--- src/rtl/fft16_ctrl.sv ---
// rtl/fft16_ctrl.sv - 16-point radix-2 DIF butterfly sequencer with frame buffer
module fft16_ctrl #(
  parameter int N    = 16,
  parameter int LOGN = 4,
  parameter int DW   = 32,
  parameter int TW   = 20
) (
  input  logic            clk,
  input  logic            rst,
  input  logic            in_valid,
  output logic            in_ready,
  input  logic [DW-1:0]   in_data,
  output logic            out_valid,
  input  logic            out_ready,
  output logic [DW-1:0]   out_data,
  output logic [LOGN-1:0] out_index,
  output logic            busy,
  output logic            done,
  output logic [DW-1:0]   pu_x,
  output logic [DW-1:0]   pu_y,
  output logic [TW-1:0]   pu_w_real,
  output logic [TW-1:0]   pu_w_image,
  input  logic [DW-1:0]   pu_a,
  input  logic [DW-1:0]   pu_b
);

  typedef enum logic [1:0] {IDLE, LOAD, CALC, OUT} state_t;

  state_t          state_q, state_d;
  logic [LOGN-1:0] cnt_q, cnt_d;
  logic [4:0]      step_q, step_d;
  logic [LOGN-1:0] bin_q, bin_d;
  logic            done_q, done_d;
  logic [DW-1:0]   buf_q [N];
  logic [DW-1:0]   buf_d [N];

  logic [1:0]        s;
  logic [2:0]        k;
  logic [3:0]        u, l;
  logic [2:0]        t;
  logic signed [TW-1:0] tw_re, tw_im;
  logic [3:0]        bin_rev;
  logic              load_ready;

  assign s       = step_q[4:3];
  assign k       = step_q[2:0];
  assign bin_rev = {bin_q[0], bin_q[1], bin_q[2], bin_q[3]};
  assign done    = done_q;
  // in_ready must read 0 while rst is held, even though the state is already IDLE
  assign in_ready = load_ready & ~rst;

  // Butterfly operand addresses and twiddle index for stage s, butterfly k
  always_comb begin
    u = 4'd0;
    t = 3'd0;
    case (s)
      2'd0: begin u = {1'b0, k};               t = k;                end
      2'd1: begin u = {k[2], 1'b0, k[1:0]};    t = {k[1:0], 1'b0};   end
      2'd2: begin u = {k[2:1], 1'b0, k[0]};    t = {k[0], 2'b00};    end
      default: begin u = {k, 1'b0};            t = 3'd0;             end
    endcase
    l = u | (4'd8 >> s);
  end

  // Twiddle ROM: W(t) = exp(-j*2*pi*t/16) in signed Q16
  always_comb begin
    tw_re = 20'sd0;
    tw_im = 20'sd0;
    case (t)
      3'd0: begin tw_re =  20'sd65536; tw_im =  20'sd0;     end
      3'd1: begin tw_re =  20'sd60547; tw_im = -20'sd25080; end
      3'd2: begin tw_re =  20'sd46341; tw_im = -20'sd46341; end
      3'd3: begin tw_re =  20'sd25080; tw_im = -20'sd60547; end
      3'd4: begin tw_re =  20'sd0;     tw_im = -20'sd65536; end
      3'd5: begin tw_re = -20'sd25080; tw_im = -20'sd60547; end
      3'd6: begin tw_re = -20'sd46341; tw_im = -20'sd46341; end
      default: begin tw_re = -20'sd60547; tw_im = -20'sd25080; end
    endcase
  end

  // Processing-unit operands, forced to zero outside CALC
  always_comb begin
    pu_x       = '0;
    pu_y       = '0;
    pu_w_real  = '0;
    pu_w_image = '0;
    if (state_q == CALC) begin
      pu_x       = buf_q[u];
      pu_y       = buf_q[l];
      pu_w_real  = tw_re;
      pu_w_image = tw_im;
    end
  end

  // Status and output-stream drive decoded from the current state
  always_comb begin
    load_ready = 1'b0;
    busy       = 1'b0;
    out_valid  = 1'b0;
    out_data   = '0;
    out_index  = '0;
    case (state_q)
      IDLE, LOAD: load_ready = 1'b1;
      CALC:       busy = 1'b1;
      OUT: begin
        out_valid = 1'b1;
        out_data  = buf_q[bin_rev];
        out_index = bin_q;
      end
      default: ;
    endcase
  end

  // Next-state, counters and buffer write-back
  always_comb begin
    state_d = state_q;
    cnt_d   = cnt_q;
    step_d  = step_q;
    bin_d   = bin_q;
    done_d  = 1'b0;
    buf_d   = buf_q;
    case (state_q)
      IDLE, LOAD: begin
        if (state_q == IDLE) state_d = LOAD;
        if (in_valid) begin
          buf_d[cnt_q] = in_data;
          cnt_d        = cnt_q + 4'd1;
          if (cnt_q == 4'd15) begin
            state_d = CALC;
            step_d  = 5'd0;
          end
        end
      end
      CALC: begin
        buf_d[u] = pu_a;
        buf_d[l] = pu_b;
        step_d   = step_q + 5'd1;
        if (step_q == 5'd31) begin
          state_d = OUT;
          bin_d   = 4'd0;
        end
      end
      OUT: begin
        if (out_ready) begin
          bin_d = bin_q + 4'd1;
          if (bin_q == 4'd15) begin
            state_d = IDLE;
            done_d  = 1'b1;
            cnt_d   = 4'd0;
          end
        end
      end
      default: state_d = IDLE;
    endcase
  end

  // Control registers, cleared asynchronously so a reset aborts the frame at once
  always_ff @(posedge clk or posedge rst) begin
    if (rst) begin
      state_q <= IDLE;
      cnt_q   <= '0;
      step_q  <= '0;
      bin_q   <= '0;
      done_q  <= 1'b0;
    end else begin
      state_q <= state_d;
      cnt_q   <= cnt_d;
      step_q  <= step_d;
      bin_q   <= bin_d;
      done_q  <= done_d;
    end
  end

  // Frame buffer: contents are don't-care after reset, so it has none
  always_ff @(posedge clk) begin
    buf_q <= buf_d;
  end

endmodule

--- config.mk ---
export PLATFORM = sky130hd
export DESIGN_NAME = fft16_ctrl
export DESIGN_NICKNAME = d
export VERILOG_FILES = /design/src/rtl/fft16_ctrl.sv
export SDC_FILE = /design/constraint.sdc
export NUM_CORES = 2
export LEC_CHECK = 0
export BUFFER_PORTS_ARGS = -buffer_cell sky130_fd_sc_hd__buf_4
export CAP_MARGIN = 20
export CORE_MARGIN = 2
export CORE_UTILIZATION = 40
export DETAILED_ROUTE_END_ITERATION = 8
export PLACE_DENSITY = 0.53
export SETUP_SLACK_MARGIN = 0.05
export SYNTH_ARGS = -nofsm -noshare
export SYNTH_HDL_FRONTEND = slang
export SYNTH_SLANG_ARGS = --single-unit
--- constraint.sdc ---
create_clock -name clk -period 5 [get_ports clk]
set_input_delay 0.5 -clock clk [delete_from_list [all_inputs] [get_ports clk]]
set_output_delay 0.5 -clock clk [all_outputs]
set_load 0.03 [all_outputs]
; After elaboration in Yosys (flattened, before gate mapping)
; Cells that the tools add are included.
; W data, S select, Z words.
[word_totals]
in_bits = 100
regBits = 528
out_inout_bits = 144
elab_cells = 128
[op_classes]
muxes = 53
eq_ne = 19
n_reduce_logical = 17
n_lt_le_gt_ge = 7
add_sub_neg = 3
shift = 1
n_bitwise = 7
[op_table]
columns = op, count
row1 = $bwmux W512, 3
row2 = $pmux W512 S2, 1
row3 = $mux W512, 1
row4 = $bmux W32 S4, 3
row5 = $demux W32 S4, 3
row6 = $mux W32, 12
row7 = $pmux W20 S7, 1
row8 = $pmux W20 S4, 1
row9 = $mux W20, 2
row10 = $mux W4, 6
row11 = $ge A5 B5 Y1 const B, 4
row12 = $not A4 Y5, 4
row13 = $pmux W4 S2, 2
row14 = $lt A5 B1 Y1 const B, 3
row15 = $mux W2, 6
row16 = $pmux W4 S3, 1
row17 = $mux W5, 2
row18 = $pmux W5 S2, 1
row19 = $eq A3 B3 Y1 const B, 3
row20 = $pmux W3 S3, 1
row21 = $reduce_and A3 Y1, 3
row22 = $add A4 B1 Y4 const B, 2
row23 = $eq A4 B4 Y1 const B, 2
row24 = $ne A2 B2 Y1 const B, 4
row25 = 20 further kinds, 36

; Longest topological paths before layout
[depth]
ltp_word = 10
mapped_depth = 11
mapped_depth_nobuf = 6

; Worst setup path before layout
; No wires, ideal clock.
[synth_path]
path_kind = reg-to-reg
from = register, netlist name step_q[0]
to = register buf_q[192] (netlist name), enable pin
synth_period_minus_slack_ns = 4.414
setup_time_ns = 0.472
required_ns = 4.528
slack_ns = 0.586
n_path_buf = 4
stages_incl_launch_ff = 10
arrival_ns = 3.943
cell_sequence = dfrtp_1 > buf_4 > buf_4 > inv_2 > buf_2 > clkbuf_1 > nand2_1 > a31oi_1 > a21oi_1 > o32ai_1
[synth_lines]
columns = element, line
row1 = "end signal, assigned", 176  ; buf_q <= buf_d;
row2 = "end, declared", 34  ; logic [DW-1:0] buf_q [N];

; Worst setup path after layout
[layout_path]
from = register step_q[4]
to = output port pu_y[15]
[layout_between]
elab_chain_cells = 8
elab_cells_between_ends = 11
classes_between = 2 x eq/ne / 1 x shift / 5 x mux / 2 x bitwise / 1 x reduce/logical
[layout_rtl]
columns = element, line
row1 = "start, declared", 31  ; logic [4:0] step_q, step_d;
row2 = "start signal, assigned", 168  ; step_q <= step_d;
row3 = $eq A2 B2 Y1 (tied with other cells), 56  ; case (s)
row4 = $pmux W4 S3, 56
row5 = $or A4 B4 Y4 (*), 62  ; l = u | (4'd8 >> s);
row6 = $not A4 Y5 (implied by the code) (*), 89  ; pu_y = buf_q[l];
row7 = $bmux W32 S4 (*), 89
row8 = $mux W32 (implied by the code) (*) (2 in series), 89
row9 = $mux W32 (*), 87  ; if (state_q == CALC) begin
row10 = "end, declared", 20  ; output logic [DW-1:0] pu_y,
; Mark *: on every way between the ends. The rest lies on a longest branch, timed or not. The select of a mux whose other input is x is not followed.

==> summary.md <==
| Metric | Value |
|---|---|
| Clock root cell | clkbuf_16 |
| Power per cell area | 586.3 nW/um2 |
| Drt first pass iters | 9 |
| Worst-path clk slew | 0.06 ns |
| Post-synth net total | 4150 |
| Row count | 117 |
| Final period utilization | 97.58% |
| # IOs | 244 |
| Ys flop type | edfxtp_1 |
| Distinct cells, synth | 84 |
| Total grt overflow | 0 |
| Post-layout instance area | 46200 um2 |
| Worst R2R End | buf_q[327]$_DFFE_PP_ |
| H-tree Lvls | 3 |
| Final WS setup | 0.1211 ns |
| CTS sink count | 528 |
| Via count | 41340 |
| Syn Inst Count | 4043 |
| Final Hold Violating Endpoints | 0 |
| Leak | 17.11 nW |
| Initial DRC count | 7492 |
| CTS tree | done |
| Drc violations | 0 |
| Initial Utilization | 40.21% |
| DP Wirelength | 137.9 mm |
| Finished Core Util | 45.54% |
| Unrepaired setup endpoints after global routing | false |
| Crit. End Element | output pin |
| CP Class | register to output pin |
| Critical-path maximum fanout | 54 |
| Die W | 323.3 um |
| Status | finished, final reports clean |
| Ys Warns | 0 |
| Synthesis-to-finish area growth | 13.26% |
| Final worst path period need | 4.879 ns |
| Fin. max-slew vios | 0 |
| R2R Path Start | step_q[4]$_DFFE_PP0P_ |
| Skew-Pair Late Insertion Delay | 0.66 ns |
| First-pass GRT wire length | 311.1 mm |
| Layout fillers | 9537 |
| Final setup vio count | 0 |
| Place WS | 0.7817 ns |
| Die H | 323.3 um |
| Worst vdd ir | 0.0005906 V |
| Die area | 104500 um2 |
| Clock Path Buffers | 3 |
| Largest net degree at the start of global routing | 204 |
| Worst EP required | 4.50 ns |
| Reg-to-reg slack, setup | 0.87 ns |
| Number of vias per cell | 7.606 |
| Flops & latches, synth | 528 |
| Final ANT Viol Nets | 0 |
| Final nets | 4115 |
| CP startpoint kind | register |
| Initial antenna violation count | 16 |
| Max Fclk | 0.2050 GHz |
| HP Class | input port to async pin |
| Sequential fraction of the synthesis area | 38.67% |
| Total GRT Usage | 42.64% |
| Commonest cells after routing, fill and taps aside | mux2i_1 (604), o22ai_1 (553), edfxtp_1 (512) |
| Post-synth EDFFs | 512 |
| Cell area after synthesis | 40790 um2 |
| # Max-Cap Violations | 0 |
| DR WL/cell | 42.19 um |
| Synthesized area per cell | 10.09 um2 |
| Worst slew pin tran | 1.290 ns |
| Fin Setup TNS | 0 ns |
| Post-synth top area cell | edfxtp_1 |
| CORE AREA | 101400 um2 |
| Synth async-reset ratio | 3.030% |
| Final Skew | 0.03525 ns |
| WL final | 229.3 mm |
| Final GP Congestion | 0.9792 |
| Synth top area share | 37.69% |
| FF-to-FF path depth | 7 |
| Placed inst area | 43980 um2 |
| Share of cells above drive strength 1 | 21.02% |
| CP arrival | 4.38 ns |
| TritonCTS Buffers | 66 |
| Relative slew slack | 14.03% |
| Commonest non-fill, non-tap cell in the layout | mux2i_1 |
| Top post-synthesis cells by area | edfxtp_1 (38%), mux2i_1 (15%), o22ai_1 (8.5%), mux4_2 (7.1%), o21ai_0 (4.0%) |
| # port buffers | 242 |
| Vias in the first global route | 38500 |
-- sequential cells by signal, summed over array words and instances (netlist names) --
name     count
cnt_q        4
state_q      2
step_q       5
bin_q        4
buf_q      512
done         1
-- critical path: stages, from the launching register on --
cell      delay, ns
dfrtp_4        0.77
nor2_4         0.89
buf_4          0.38
nor2_1         0.06
a22oi_1        0.37
o221ai_1       0.33
nor4_1         0.61
buf_4          0.28
-- per-layer routing --
metal  global-route usage (%)  share of wire (%)
met5                    1.667               0.16
met4                    29.73                8.0
met3                    18.15                 16
met2                    58.26                 40
met1                    53.69                 36
-- how the worst max path moves through the flow --
stage / startpoint / to / slack [ns] / cells past startpoint
after floorplan: step_q[0]$_DFFE_PP0P_ / buf_q[192]$_DFFE_PP_ / 0.59 / 9
after global placement: step_q[4]$_DFFE_PP0P_ / pu_y[15] / 0.78 / 7
after detailed placement: step_q[4]$_DFFE_PP0P_ / pu_y[15] / 0.78 / 7
after CTS: step_q[4]$_DFFE_PP0P_ / pu_y[15] / 0.11 / 7
after global routing: step_q[4]$_DFFE_PP0P_ / pu_y[15] / 0.23 / 7
final: step_q[4]$_DFFE_PP0P_ / pu_y[15] / 0.12 / 7
-- logic make-up (layout without fill, tap and decap cells) --
kind of cell               Yosys count  in the layout  share of synthesized area (%)
adders and majority gates            7              7                         0.2147
other                                1             10                       0.009193
xor gates and xnor gates             5              5                         0.1074
muxes                              805            805                          23.90
and+or+nand+nor                    678            678                          7.822
DFF                                528            528                          38.67
buffers and inverters              561            576                          6.497
AOI/OAI and AO/OA                 1458           1458                          22.77
-- cell type report --
cell class	count	area, um2	share of cell area [%]
Timing Repair Buffer	439	3560	7.705
Inverter	19	80.08	0.1733
Multi-Input combinational cell	2954	22850	49.47
Tap cell	1368	1712	3.705
Antenna cell	9	22.52	0.04875
Sequential cell	528	15800	34.20
Clock inverter	39	361.6	0.7827
Clock buffer	79	1807	3.911
-- metrics by stage --
stage / cells / power (W) / hold WS (ns)
final: 5435 / 0.02709 / 0.03164
after global routing: 5426 / 0.02729 / 0.09041
after CTS: 5424 / 0.02607 / 0.04879
after detailed placement: 5306 / 0.02111 / 0.5579
after global placement: 5301 / 0.02101 / 0.5734
after floorplan: 4043 / 0.01525 / 0.4137
-- where the power goes --
group,switching [W],internal [W],total [W]
clock network,0.00213,0.00293,0.00506
logic,0.0106,0.00505,0.0157
registers,0.000858,0.00549,0.00635
-- cells in the mapped netlist (14+ instances only) --
master	n
a31oi_1	23
a221oi_1	20
inv_1	16
buf_4	56
nor3_1	46
a22oi_1	39
nand2b_1	27
a211oi_1	35
o21ai_1	14
o221ai_1	53
a21oi_1	188
o211ai_1	24
nand3_1	30
buf_1	23
clkbuf_1	251
mux2i_1	604
or3_1	20
mux4_2	128
edfxtp_1	512
nor2_1	170
o22ai_1	554
o21ai_0	328
a221o_1	37
mux2_2	73
o22a_1	16
nor4_1	33
and3_1	19
dfrtp_1	16
nand2_1	241
nor2b_1	44
buf_2	201
-- what timing repair did --
item,4_1_cts,5_1_grt
setup endpoints to repair,0,1
hold buffers,0,0
buffers inserted,0,0
gates resized for setup,0,1
Note: power is estimated with default switching activity, not from simulation.
